`src/rtl/fetch_pkg.sv`:
```
// fetch_pkg: shared constants for the RV32 instruction-fetch stage.
package fetch_pkg;
  localparam int XLEN = 32;
  localparam logic [XLEN-1:0] RESET_PC_DEF = 32'h0000_0000;
  localparam logic [XLEN-1:0] NOP_INSTR = 32'h0000_0013;
endpackage

```
`src/rtl/fetch_pc_pipe_flopenrc.sv`:
```
// flopenrc: register with async active-low reset, enable and synchronous clear.
module flopenrc #(
  parameter int W = 32,
  parameter logic [W-1:0] RST_VAL = '0,
  parameter logic [W-1:0] CLR_VAL = '0
) (
  input  logic         clk,
  input  logic         rst_n,
  input  logic         i_en,
  input  logic         i_clr,
  input  logic [W-1:0] i_d,
  output logic [W-1:0] o_q
);
  // Clear outranks enable so a flush beats a stall.
  always_ff @(posedge clk or negedge rst_n)
    if (!rst_n) o_q <= RST_VAL;
    else if (i_clr) o_q <= CLR_VAL;
    else if (i_en) o_q <= i_d;
endmodule

```
`src/rtl/fetch_pc_pipe.sv`:
```
// fetch_pc_pipe: PC register, PC+4 adder, next-PC mux and IF/ID register.
// Define IFETCH_HAZARD_EN to honour StallF/StallD/FlushD; otherwise they are ignored.
module fetch_pc_pipe
  import fetch_pkg::*;
#(
  parameter logic [XLEN-1:0] RESET_PC = RESET_PC_DEF
) (
  input  logic            clk,
  input  logic            reset,
  input  logic            PCSrcE,
  input  logic [XLEN-1:0] PCTargetE,
  input  logic [XLEN-1:0] InstrF,
  input  logic            StallF,
  input  logic            StallD,
  input  logic            FlushD,
  output logic [XLEN-1:0] PCF,
  output logic [XLEN-1:0] PCPlus4F,
  output logic [XLEN-1:0] InstrD,
  output logic [XLEN-1:0] PCD,
  output logic [XLEN-1:0] PCPlus4D
);
  localparam logic [3*XLEN-1:0] D_INIT = {NOP_INSTR, {XLEN{1'b0}}, {XLEN{1'b0}}};
  logic [XLEN-1:0] w_pc_next;
  logic w_pc_en, w_d_en, w_d_clr;
`ifdef IFETCH_HAZARD_EN
  assign w_pc_en = PCSrcE | ~StallF;
  assign w_d_en = ~StallD;
  assign w_d_clr = FlushD;
`else
  logic w_unused;
  assign w_unused = StallF ^ StallD ^ FlushD;
  assign w_pc_en = 1'b1;
  assign w_d_en = 1'b1;
  assign w_d_clr = 1'b0;
`endif
  assign PCPlus4F = PCF + 32'd4;
  assign w_pc_next = PCSrcE ? PCTargetE : PCPlus4F;
  flopenrc #(.W(XLEN), .RST_VAL(RESET_PC), .CLR_VAL(RESET_PC)) u_pc (
    .clk(clk), .rst_n(reset), .i_en(w_pc_en), .i_clr(1'b0),
    .i_d(w_pc_next), .o_q(PCF)
  );
  flopenrc #(.W(3*XLEN), .RST_VAL(D_INIT), .CLR_VAL(D_INIT)) u_ifid (
    .clk(clk), .rst_n(reset), .i_en(w_d_en), .i_clr(w_d_clr),
    .i_d({InstrF, PCF, PCPlus4F}), .o_q({InstrD, PCD, PCPlus4D})
  );
endmodule

```
`config.mk`:
```
export PLATFORM = sky130hd
export DESIGN_NAME = fetch_pc_pipe
export DESIGN_NICKNAME = d
export VERILOG_FILES = /design/src/rtl/fetch_pkg.sv /design/src/rtl/fetch_pc_pipe_flopenrc.sv /design/src/rtl/fetch_pc_pipe.sv
export SDC_FILE = /design/constraint.sdc
export NUM_CORES = 1
export LEC_CHECK = 0
export BUFFER_PORTS_ARGS = -buffer_cell sky130_fd_sc_hd__buf_2
export CORE_MARGIN = 8
export CORE_UTILIZATION = 48
export CTS_CLUSTER_DIAMETER = 200
export DETAILED_ROUTE_END_ITERATION = 7
export PLACE_DENSITY = 0.84
export SLEW_MARGIN = 20
export SYNTH_ARGS = -nofsm -noshare
export SYNTH_HDL_FRONTEND = slang
export SYNTH_SLANG_ARGS = --single-unit
```
`constraint.sdc`:
```
create_clock -name clk -period 3.2 [get_ports clk]
set_input_delay 0.48 -clock clk [delete_from_list [all_inputs] [get_ports clk]]
set_output_delay 0.48 -clock clk [all_outputs]
set_load 0.01 [all_outputs]
```
# ---- Word-level counts from Yosys, hierarchy flattened
# Index checks and enable logic that the tools add are counted.
dict set report totals {
  reg_bits 128
  latchBits 0
  ramBits 0
  romBits 0
  input_bits 70
  out_inout_bits 160
  wordCells 4
  memories 0
}
dict set report op_classes {
  n_addsub 1
  mul 0
  div 0
  magnitude_cmp 0
  eq_ne 0
  shift 0
  n_mux 1
  n_bitwise 0
  n_reduce_logical 0
}
# op n
set ops {}
lappend ops {{$add A32 B3 Y32 const B} 1}
lappend ops {{$mux W32} 1}

# ---- Logic depth before layout (Yosys ltp)
# Gate-level depths: netlist of run 1.
dict set report depth {
  ltp_word 2
  mapped_depth 6
}

# ---- Modules after synthesis
# A second synthesis of run 1 with hierarchy kept.
dict set report unflattened {
  hier_cells 587
  area_unflattened_um2 6368.6
}
# module instances cells_per_inst area_each_um2 seq_area_each_um2
set by_module_without_submodules {}
lappend by_module_without_submodules {{flopenrc (u_ifid)} 1 310 3917.5 2406.1}
lappend by_module_without_submodules {{flopenrc (u_pc)} 1 103 1323.8 800.8}
lappend by_module_without_submodules {fetch_pc_pipe 1 174 1127.3 0.0}

# ---- Worst setup path after synthesis of run 1
# OpenSTA, ideal clock, no wires.
dict set report synth_path {
  path_type {flip-flop to output port}
  startpoint {register u_pc.o_q[2]}
  endpoint {output PCPlus4F[30]}
  t_arrival_ps 1798
  slack_ps 922
  path_stages_with_launch 7
  cell_sequence {dfrtp_1 > ha_1 > clkbuf_1 > nand4_1 > or4_1 > or3_1 > nand2_1}
}
dict set report synth_between {
  elab_chain_cells 1
}
# item line_no
set synth_rtl {}
lappend synth_rtl {{start, declared} fetch_pc_pipe_flopenrc.sv:12} ;# output logic [W-1:0] o_q
lappend synth_rtl {{start signal, assigned} fetch_pc_pipe_flopenrc.sv:18} ;# else if (i_en) o_q <= i_d;
lappend synth_rtl {{$add A32 B3 Y32} fetch_pc_pipe.sv:36} ;# assign PCPlus4F = PCF + 32'd4;
lappend synth_rtl {{end, declared} fetch_pc_pipe.sv:17} ;# output logic [XLEN-1:0] PCPlus4F,
# No other way between the ends.

# ---- Final worst setup path of run 1
dict set report layout_path {
  startpoint {register u_pc.o_q[4]}
  endpoint {output PCPlus4F[18]}
}
# The elaborated chain is that of the path after synthesis.

==> results of run 1 <==
power by group through the flow:
stage          Combinational (uW)  Sequential (uW)  Clock, uW
2_1_floorplan                 193             1950          0
3_3_place_gp                  611             1880          0
3_5_place_dp                  625             1890          0
4_1_cts                       631             1860       2000
5_1_grt                       669             1880       2060
6_report                      618             1860       1960
synthesized netlist by cell type (all sizes together):
library cell,n,area share [%]
o211ai,3,0.51
and3,3,0.43
ha,1,0.29
o41ai,1,0.20
nand3,13,1.5
dfrtp,123,70
clkinv,1,0.086
nor2,17,1.5
or2,1,0.14
xor2,3,0.60
inv,2,0.17
nand4,15,2.8
o31ai,11,1.9
xnor2,11,2.2
buf,13,2.4
a31oi,14,2.0
dfstp,3,1.8
clkbuf,6,0.51
o21ai,3,0.34
and4,3,0.60
or4,16,3.0
and2,3,0.43
nand2,28,2.4
mux2,14,3.6
or3,3,0.43
repair_timing:
item | 4_1_cts | 5_1_grt
buffers inserted | 0 | 0
endpoints found under the setup margin | 0 | 0
hold buffers | 1 | 0
hold endpoints to repair | 14 | 0
cell type report:
class	count	area, um^2
multi-input cells	163	1090
flip-flops and latches	126	3160
inverters	3	11.3
clock inverters	14	181
clock buffers	18	428
well taps	111	139
repair buffers	234	1210
fillers	678	2850
cell families (layout without fill, tap and decap cells):
group	after synthesis	in the layout	synth area share, %
DFF	126	126	72.0
and+or+nand+nor	102	102	13.2
AOI/OAI and AO/OA	32	32	4.94
buffers and inverters	22	269	3.14
xor gates and xnor gates	14	14	2.80
muxes	14	14	3.60
adders and majority gates	1	1	0.286
worst max-delay path, cell delays in order, from the launching register on:
cell and delay, ns:
dfrtp_1 0.50, and4_1 0.44, nand3_1 0.29, or4_1 0.56, nand2_1 0.12, buf_2 0.14
final timing paths:
path | slack [ns] | cells past startpoint | end | start
worst max-delay path | 0.17 | 5 | PCPlus4F[18] | u_pc.o_q[4]$_DFF_PN0_
worst min-delay path | 0.07 | 1 | u_ifid.o_q[80]$_DFF_PN0_ | InstrF[16]
worst min register to register | 0.42 | 0 | u_ifid.o_q[33]$_DFF_PN0_ | u_pc.o_q[1]$_DFFE_PN0P_
max in group asynchronous | 1.87 | 3 | u_ifid.o_q[88]$_DFF_PN0_ | reset
worst max register to register | 1.11 | 4 | u_pc.o_q[25]$_DFF_PN0_ | u_pc.o_q[10]$_DFF_PN0_
min in group asynchronous | 0.37 | 2 | u_ifid.o_q[11]$_DFF_PN0_ | reset
stage by stage:
| step | hold slack [ns] | power [uW] | cells |
|---|---|---|---|
| finish | 0.0712 | 4440 | 669 |
| global route | 0.0487 | 4610 | 669 |
| CTS | 0.0441 | 4490 | 669 |
| detailed placement | 0.353 | 2510 | 636 |
| global placement | 0.348 | 2490 | 636 |
| floorplan | 0.184 | 2150 | 311 |
layer usage:
layer	vias to the layer above	part of all wire [%]
li1	1578	-
met4	0	1.2
met1	1732	38
met5	-	0
met2	159	52
met3	12	8.9
flip-flops by register name (all words and copies together) (netlist names):
register and flops:
u_ifid.o_q 94, u_pc.o_q 32
==> results.json, run 1 <==
{
  "place_area_um2": 5590,
  "crit_type": "reg2out",
  "synth.distinct_cells": 30,
  "fp.dieW_um": 112,
  "share_comb_of_total_power_pct": 13.9,
  "start_kind": "flip-flop",
  "syn-num-nets": 382,
  "clk_pin_slew_ns": 0.06,
  "drive_gt1_share_pct": 51.6,
  "path_max_fanout": 8,
  "skew_ns": 0.00957,
  "grt_util_all_layers_pct": 20.9,
  "use_met1_pct": 22.2,
  "p_clk_share_pct": 44.2,
  "ioPinCount": 230,
  "drv_slew": 0,
  "start_util_pct": 48.3,
  "setup_tns_ns": 0,
  "maxCapViolations": 0,
  "fin_ws_ns": 0.172,
  "ant_nets": 0,
  "via_count": 3481,
  "die-area_um2": 12400,
  "vias_per_cell": 5.20,
  "netSwitchingPower_uw": 1210,
  "drtPass1Iterations": 4,
  "grt_start_max_net_pins": 60,
  "rsz0062_at_grt": "no",
  "grt_pass1_vias": 3838,
  "coreArea_um2": 9060,
  "top_usage_layer": "met2",
  "grt_first_pass_wirelength_um": 20400,
  "cts_tree": "built",
  "drt_iter0_drc": 152,
  "period_share_pct": 94.6,
  "wirelength_um": 13000,
  "max-slew-margin-rel_pct": 52.9,
  "yosysWarnings": 0,
  "holdCritPathClass": "in2reg",
  "vdd_drop_max_mv": 0.359,
  "final_cell_mix": "buf_2, dfrtp_1, nand2_1, nor2_1, clkbuf_16",
  "post-route-min-period_ns": 3.03,
  "syn2layout_area_growth_pct": 41.8,
  "clk_latency_ns": 0.51,
  "final_common_cell": "buf_2",
  "finalHoldViolCount": 0,
  "dp_hpwl_um": 9790,
  "cp.arrival_ns": 2.55,
  "intPower_uw": 3220,
  "tightest_slew_ns": 0.706,
  "post-route-drc-count": 0,
  "met3_usage_pct": 9.25,
  "cts_sinks": 126,
  "seq_area_frac_synth_pct": 72.0,
  "design_area_um2": 6210,
  "antenna_found_initial": 0,
  "antenna_cells": 0,
  "h-tree-depth": 4,
  "fp.dieH_um": 112,
  "cts-resized-gates": 0,
  "cp-end-kind": "output port",
  "p_sw_share_pct": 27.3,
  "clock.fmax_mhz": 330,
  "cts_buffers": 17,
  "seq_power_share_pct": 41.9,
  "utilization_pct": 68.5,
  "clockBufferDepth": 2,
  "gr-usage-met2_pct": 36.2,
  "syn-cell-area_um2": 4380,
  "ctsRootBufferMaster": "clkbuf_8",
  "place.gp.congestion": 0.817,
  "p_leak_uw": 0.00298,
  "status": "finished clean",
  "final_nets": 616,
  "syn_inst": 311,
  "ys_ff_latch": 126,
  "rows": 35,
  "grt_overflow": 0,
  "setup_viol": 0,
  "post_drt_wl_per_cell_um": 19.4,
  "syn_avg_cell_area_um2": 14.1,
  "io_buffers": 226,
  "place_ws_ns": 0.692,
  "worstPathRequired_ns": 2.72,
  "p_per_area_nw_per_um2": 714
}
Note: power is estimated with default switching activity, not from simulation.
==> inputs of run 2 (changes only) <==
Settings changed: ABC_AREA set to 1.
==> run 2 against run 1 <==
- hold slack worse by 0.013 ns
- clock skew increased by 0.0010 ns
- die area grew 2.1%
- worst setup slack better by 0.38 ns
- combinational power shrank 15%
- synthesized cell count is 30% higher
- critical path depth grew 2
- first-iteration DRC count is 34% higher
- clock power is 7% lower
- sequential power is 2% lower
- utilization grew 0.30 points
- critical endpoint is now PCPlus4F[16]
- largest power group is now sequential cells
==> results.json, run 2 <==
{
  "grt_util_all_layers_pct": 20.3,
  "vdd_drop_max_mv": 0.309,
  "clk_pin_slew_ns": 0.06,
  "grt_pass1_vias": 3895,
  "drtPass1Iterations": 4,
  "place.gp.congestion": 0.862,
  "cp.arrival_ns": 2.17,
  "finalHoldViolCount": 0,
  "ant_nets": 0,
  "final_nets": 712,
  "final_common_cell": "buf_2",
  "synth_fa_ha_area_share_pct": 0.279,
  "cts_sinks": 126,
  "post-route-min-period_ns": 2.65,
  "syn_avg_cell_area_um2": 11.1,
  "largest_reg_flops": 94,
  "path_cells": "ha_1, nand2_1, nor2_2, nand2_1, nor2_2, xor2_1, buf_2",
  "yosysWarnings": 0,
  "via_count": 3616,
  "setup_tns_ns": 0,
  "antenna_found_initial": 0,
  "max-slew-margin-rel_pct": 32.0,
  "yosys.area.top_type_share_pct": 68.6,
  "final_cell_mix": "buf_2, nand2_1, dfrtp_1, nor2_1, inv_1",
  "async_reset_ff_share_pct": 100,
  "synth_top_family_by_area": "simple AND/OR/NAND/NOR gates",
  "syn2layout_area_growth_pct": 40.4,
  "fp.dieW_um": 113,
  "synth.most_common_cell": "nand2_1",
  "coreArea_um2": 9150,
  "rsz0062_at_grt": "no",
  "final_cells": 765,
  "tightest_slew_ns": 1.02,
  "reg_top3": "u_ifid.o_q: 94 flops, u_pc.o_q: 32 flops",
  "synth.mux.area_fraction_pct": 0,
  "synth.distinct_cells": 21,
  "clockBufferDepth": 2,
  "status": "finished clean",
  "dp_hpwl_um": 9810,
  "ctsRootBufferMaster": "clkbuf_8",
  "skew_ns": 0.0106,
  "rows": 35,
  "syn-cell-area_um2": 4490,
  "cts_tree": "built",
  "clock.fmax_mhz": 377,
  "grt_overflow": 0,
  "drt_iter0_drc": 203,
  "p_leak_uw": 0.00340,
  "io_buffers": 226,
  "setup_viol": 0,
  "maxCapViolations": 0,
  "ioPinCount": 230,
  "synth_commonest_cells": "nand2_1, dfrtp_1, nor2_1",
  "holdCritPathClass": "in2async",
  "synth_xor_area_share_pct": 3.93,
  "utilization_pct": 68.8,
  "post-route-drc-count": 0,
  "post-cts-setup-buffers": 0,
  "period_share_pct": 82.8,
  "slowest_delay_ns": 0.41,
  "syn_inst": 405,
  "yosys.area_share.simple_pct": 22.6,
  "start_util_pct": 49.0,
  "grt_start_max_net_pins": 65,
  "die-area_um2": 12700,
  "antenna_cells": 0,
  "cts_buffers": 17,
  "h-tree-depth": 4,
  "grt_first_pass_wirelength_um": 20100,
  "synth_compound_area_share_pct": 0.112,
  "path_max_fanout": 5,
  "cts-resized-gates": 0,
  "clk_latency_ns": 0.50,
  "worstPathRequired_ns": 2.72,
  "dp_cells": 733,
  "crit_type": "reg2out",
  "start_kind": "flip-flop",
  "synth_top_area_cell": "dfrtp_1",
  "drv_slew": 0,
  "cp-end-kind": "output port",
  "vias_per_cell": 4.73,
  "regMostFlops": "u_ifid.o_q",
  "reg2reg_slack_ns": 1.43,
  "ys_ff_latch": 126,
  "synth_edf_count": 0,
  "drive_gt1_share_pct": 43.6,
  "syn-num-nets": 476,
  "post_cts_hold_buffer_count": 0,
  "fp.dieH_um": 113,
  "p_per_area_nw_per_um2": 662,
  "wirelength_um": 13000,
  "fillers": 682,
  "post_drt_wl_per_cell_um": 16.9,
  "synth-main-ff-cell": "dfrtp_1",
  "synthTopCellsByArea": "dfrtp_1, nand2_1, nor2_1",
  "cp_slowest_cell": "dfrtp_1",
  "seq_area_frac_synth_pct": 70.3
}
-- run 2: per-stage QoR --
stage                     total power [uW]  setup WS (ns)  hold WS [ns]  area (um^2)
after floorplan                       2070           1.34         0.184         4490
after global placement                2360           1.11         0.405         5730
after detailed placement              2380           1.08         0.408         5730
after CTS                             4230          0.515        0.0484         6300
after global routing                  4340          0.386        0.0446         6300
final                                 4170          0.549        0.0584         6300
-- run 2: report_power, final --
group | internal, uW | switching [uW] | total (uW)
Combinational | 204 | 322 | 526
Sequential | 1730 | 90.2 | 1820
Clock | 1130 | 693 | 1820
Total | 3070 | 1110 | 4170
-- run 2: final timing paths --
path / startpoint / depth (start not counted) / to
worst min register to register: u_pc.o_q[1]$_DFFE_PN0P_ / 0 / u_ifid.o_q[33]$_DFF_PN0_
max in group asynchronous: reset / 2 / u_ifid.o_q[46]$_DFF_PN0_
min in group clk: InstrF[0] / 1 / u_ifid.o_q[64]$_DFF_PN1_
worst min-delay path: reset / 1 / u_ifid.o_q[92]$_DFF_PN0_
worst max register to register: u_pc.o_q[2]$_DFF_PN0_ / 10 / u_pc.o_q[26]$_DFF_PN0_
worst max-delay path: u_pc.o_q[2]$_DFF_PN0_ / 7 / PCPlus4F[16]
-- run 2: cells by family (layout without fill, tap and decap cells) --
kind of cell / Yosys count / count (layout)
AND/OR/NAND/NOR: 234 / 234
buffers and inverters: 28 / 277
XOR/XNOR: 15 / 15
adder cells (fa/ha/maj): 1 / 1
AO/OA/AOI/OAI: 1 / 1
flip-flops: 126 / 126
-- run 2: layout make-up --
type | instances | area (um^2) | area share [%]
sequential | 126 | 3160 | 50.1
timing repair buffer | 228 | 1160 | 18.4
inverter | 17 | 63.8 | 1.01
clock buffer | 19 | 432 | 6.85
multi-input combinational | 251 | 1210 | 19.2
clock inverter | 13 | 139 | 2.20
tap | 111 | 139 | 2.20
-- run 2: layer usage --
layer	GRT usage, %	wire (um)	up-vias
li1	-	-	1703
met1	21.6	4890	1722
met2	36.6	6760	173
met3	7.29	1120	18
met4	6.92	182	0
met5	0	0	-
-- run 2: worst max-delay path, delay by kind of cell (launching register included) --
kind	cells	cell delay (ns)
adders and majority gates	1	0.24
xor gates and xnor gates	1	0.28
buffers and inverters	1	0.19
and+or+nand+nor	4	0.53
DFF	1	0.41
==> inputs of run 3 (changes only) <==
Settings changed: ABC_AREA 1 to 0, CORE_UTILIZATION 48 to 45, PLACE_DENSITY 0.84 to 0.8.
Clock period 3.2 ns to 2.65 ns, I/O delays scaled along.
==> run 3 against run 2 <==
- the flow now finishes with violations (negative setup slack)
- die area increased by 3.5%
- worst setup slack worse by 0.56 ns
- global-route usage rose by 1.4 points
- clock power increased by 9.9%
- critical path depth down 1
- sequential share of layout area down 3.8 points
- flip-flop and latch count did not move
- utilization increased by 2.7 points
- clock skew decreased by 0.00079 ns
- wire length increased by 12%
- critical endpoint is now PCPlus4F[30]
- largest cell class unchanged
- highest routed layer unchanged
==> results.json, run 3 (synthesized netlist as in run 1, its figures left out) <==
{
  "status": "finished with violations",
  "violations": "negative setup slack",
  "final_common_cell": "buf_2",
  "grt_overflow": 0,
  "vdd_drop_max_mv": 0.401,
  "finalHoldViolCount": 0,
  "grt_util_all_layers_pct": 21.8,
  "multiInputGateArea_um2": 1210,
  "p_per_area_nw_per_um2": 752,
  "cp.arrival_ns": 2.26,
  "post-route-min-period_ns": 2.66,
  "max-slew-margin-rel_pct": 59.9,
  "grt_first_pass_wirelength_um": 21700,
  "vias_per_cell": 4.90,
  "h-tree-depth": 4,
  "p_sw_share_pct": 28.3,
  "place.gp.congestion": 0.797,
  "ctsRootBufferMaster": "clkbuf_8",
  "regMostFlops": "u_ifid.o_q",
  "antenna_found_initial": 0,
  "start_kind": "flip-flop",
  "post-route-drc-count": 0,
  "clk_pin_slew_ns": 0.06,
  "die-area_um2": 13200,
  "intPower_uw": 3700,
  "final_nets": 677,
  "io_buffers": 226,
  "drive_gt1_share_pct": 58.5,
  "maxCapViolations": 0,
  "regArea_um2": 3180,
  "drt_iter0_drc": 183,
  "wirelength_um": 14600,
  "worstPathRequired_ns": 2.25,
  "ant_nets": 0,
  "clock.fmax_mhz": 376,
  "grt_start_max_net_pins": 67,
  "p_clk_share_pct": 38.8,
  "share_comb_of_total_power_pct": 17.9,
  "rsz0062_at_grt": "yes",
  "dp_hpwl_um": 9700,
  "crit_type": "reg2out",
  "coreArea_um2": 9590,
  "rows": 36,
  "holdCritPathClass": "in2reg",
  "p_leak_uw": 0.00324,
  "clk_latency_ns": 0.51,
  "seq_power_share_pct": 43.3,
  "cp-end-kind": "output port",
  "fp.dieH_um": 115,
  "netSwitchingPower_uw": 1460,
  "final_cell_mix": "buf_2, dfrtp_1, dlygate4sd3_1, buf_4, nand2_1",
  "fillers": 706,
  "via_count": 3685,
  "utilization_pct": 71.5,
  "cts_sinks": 126,
  "drtPass1Iterations": 6,
  "clockBufferDepth": 2,
  "cts_tree": "built",
  "grt_pass1_vias": 4018,
  "antenna_cells": 0,
  "timing.hold.ws_ns": 0.119,
  "setup_viol": 1,
  "drv_slew": 0,
  "path_max_fanout": 4,
  "syn2layout_area_growth_pct": 56.6,
  "skew_ns": 0.00978,
  "ioPinCount": 230,
  "post_drt_wl_per_cell_um": 19.4,
  "fin_ws_ns": -0.0108,
  "reg_top3": "u_ifid.o_q: 94 flops, u_pc.o_q: 32 flops",
  "cts_buffers": 17,
  "start_util_pct": 45.7,
  "period_share_pct": 100,
  "fp.dieW_um": 115,
  "largest_reg_flops": 94,
  "tightest_slew_ns": 0.602
}
[run 3: cell type report]
| class | count | area share [%] |
|---|---|---|
| inverters | 3 | 0.164 |
| clock inverters | 14 | 1.35 |
| well taps | 133 | 2.43 |
| flip-flops and latches | 126 | 46.3 |
| clock buffers | 18 | 6.24 |
| multi-input cells | 163 | 17.6 |
| repair buffers | 295 | 25.9 |
[run 3: routing by layer]
layer	vias up	global-route usage [%]	part of all wire [%]
met2	156	38.2	52
met5	-	0	0
met4	0	7.99	1.3
met1	1826	23.7	38
met3	14	7.54	8.7
li1	1689	-	-
[run 3: path summary, 6_finish.rpt]
kind	from	to	slack [ns]	depth (start not counted)
max reg2reg	u_pc.o_q[3]$_DFF_PN0_	u_pc.o_q[30]$_DFF_PN0_	0.82	5
max in group asynchronous	reset	u_pc.o_q[27]$_DFF_PN0_	1.41	3
min in group asynchronous	reset	u_ifid.o_q[43]$_DFF_PN0_	0.44	2
min reg2reg	u_pc.o_q[13]$_DFF_PN0_	u_ifid.o_q[45]$_DFF_PN0_	0.41	0
max	u_pc.o_q[3]$_DFF_PN0_	PCPlus4F[30]	-0.01	6
min	PCTargetE[15]	u_pc.o_q[15]$_DFF_PN0_	0.12	3
[run 3: power groups by stage]
stage / sequential [uW] / clock (uW) / combinational, uW
after detailed placement: 2270 / 0 / 764
after global placement: 2260 / 0 / 749
after floorplan: 2360 / 0 / 233
final: 2230 / 2000 / 923
after global routing: 2250 / 2130 / 991
after CTS: 2230 / 2020 / 888
[run 3: timing repair]
action                                  in CTS  in global routing
setup buffers                               18                 10
pin swaps                                    4                  9
hold buffers                                32                  1
gates resized for setup                     29                 31
endpoints found under the hold margin       93                  1
endpoints found under the setup margin      18                 14
[run 3: critical path, stage by stage (launching register included)]
cell and delay, ns:
dfrtp_2 0.41, ha_4 0.15, nand4_1 0.09, or4_4 0.53
or3_4 0.36, nand2_4 0.10, buf_6 0.10
[run 3: metrics by stage]
step / instance area (um^2) / cells / TNS [ns] / worst slack, ns / power (uW)
after global placement: 5640 / 659 / 0 / 0.279 / 3010
after detailed placement: 5640 / 659 / 0 / 0.259 / 3040
final: 6860 / 752 / -0.0108 / -0.0108 / 5160
after global routing: 6860 / 752 / -0.375 / -0.0902 / 5370
after CTS: 6680 / 741 / -0.0798 / -0.0349 / 5130
after floorplan: 4380 / 311 / 0 / 0.454 / 2590
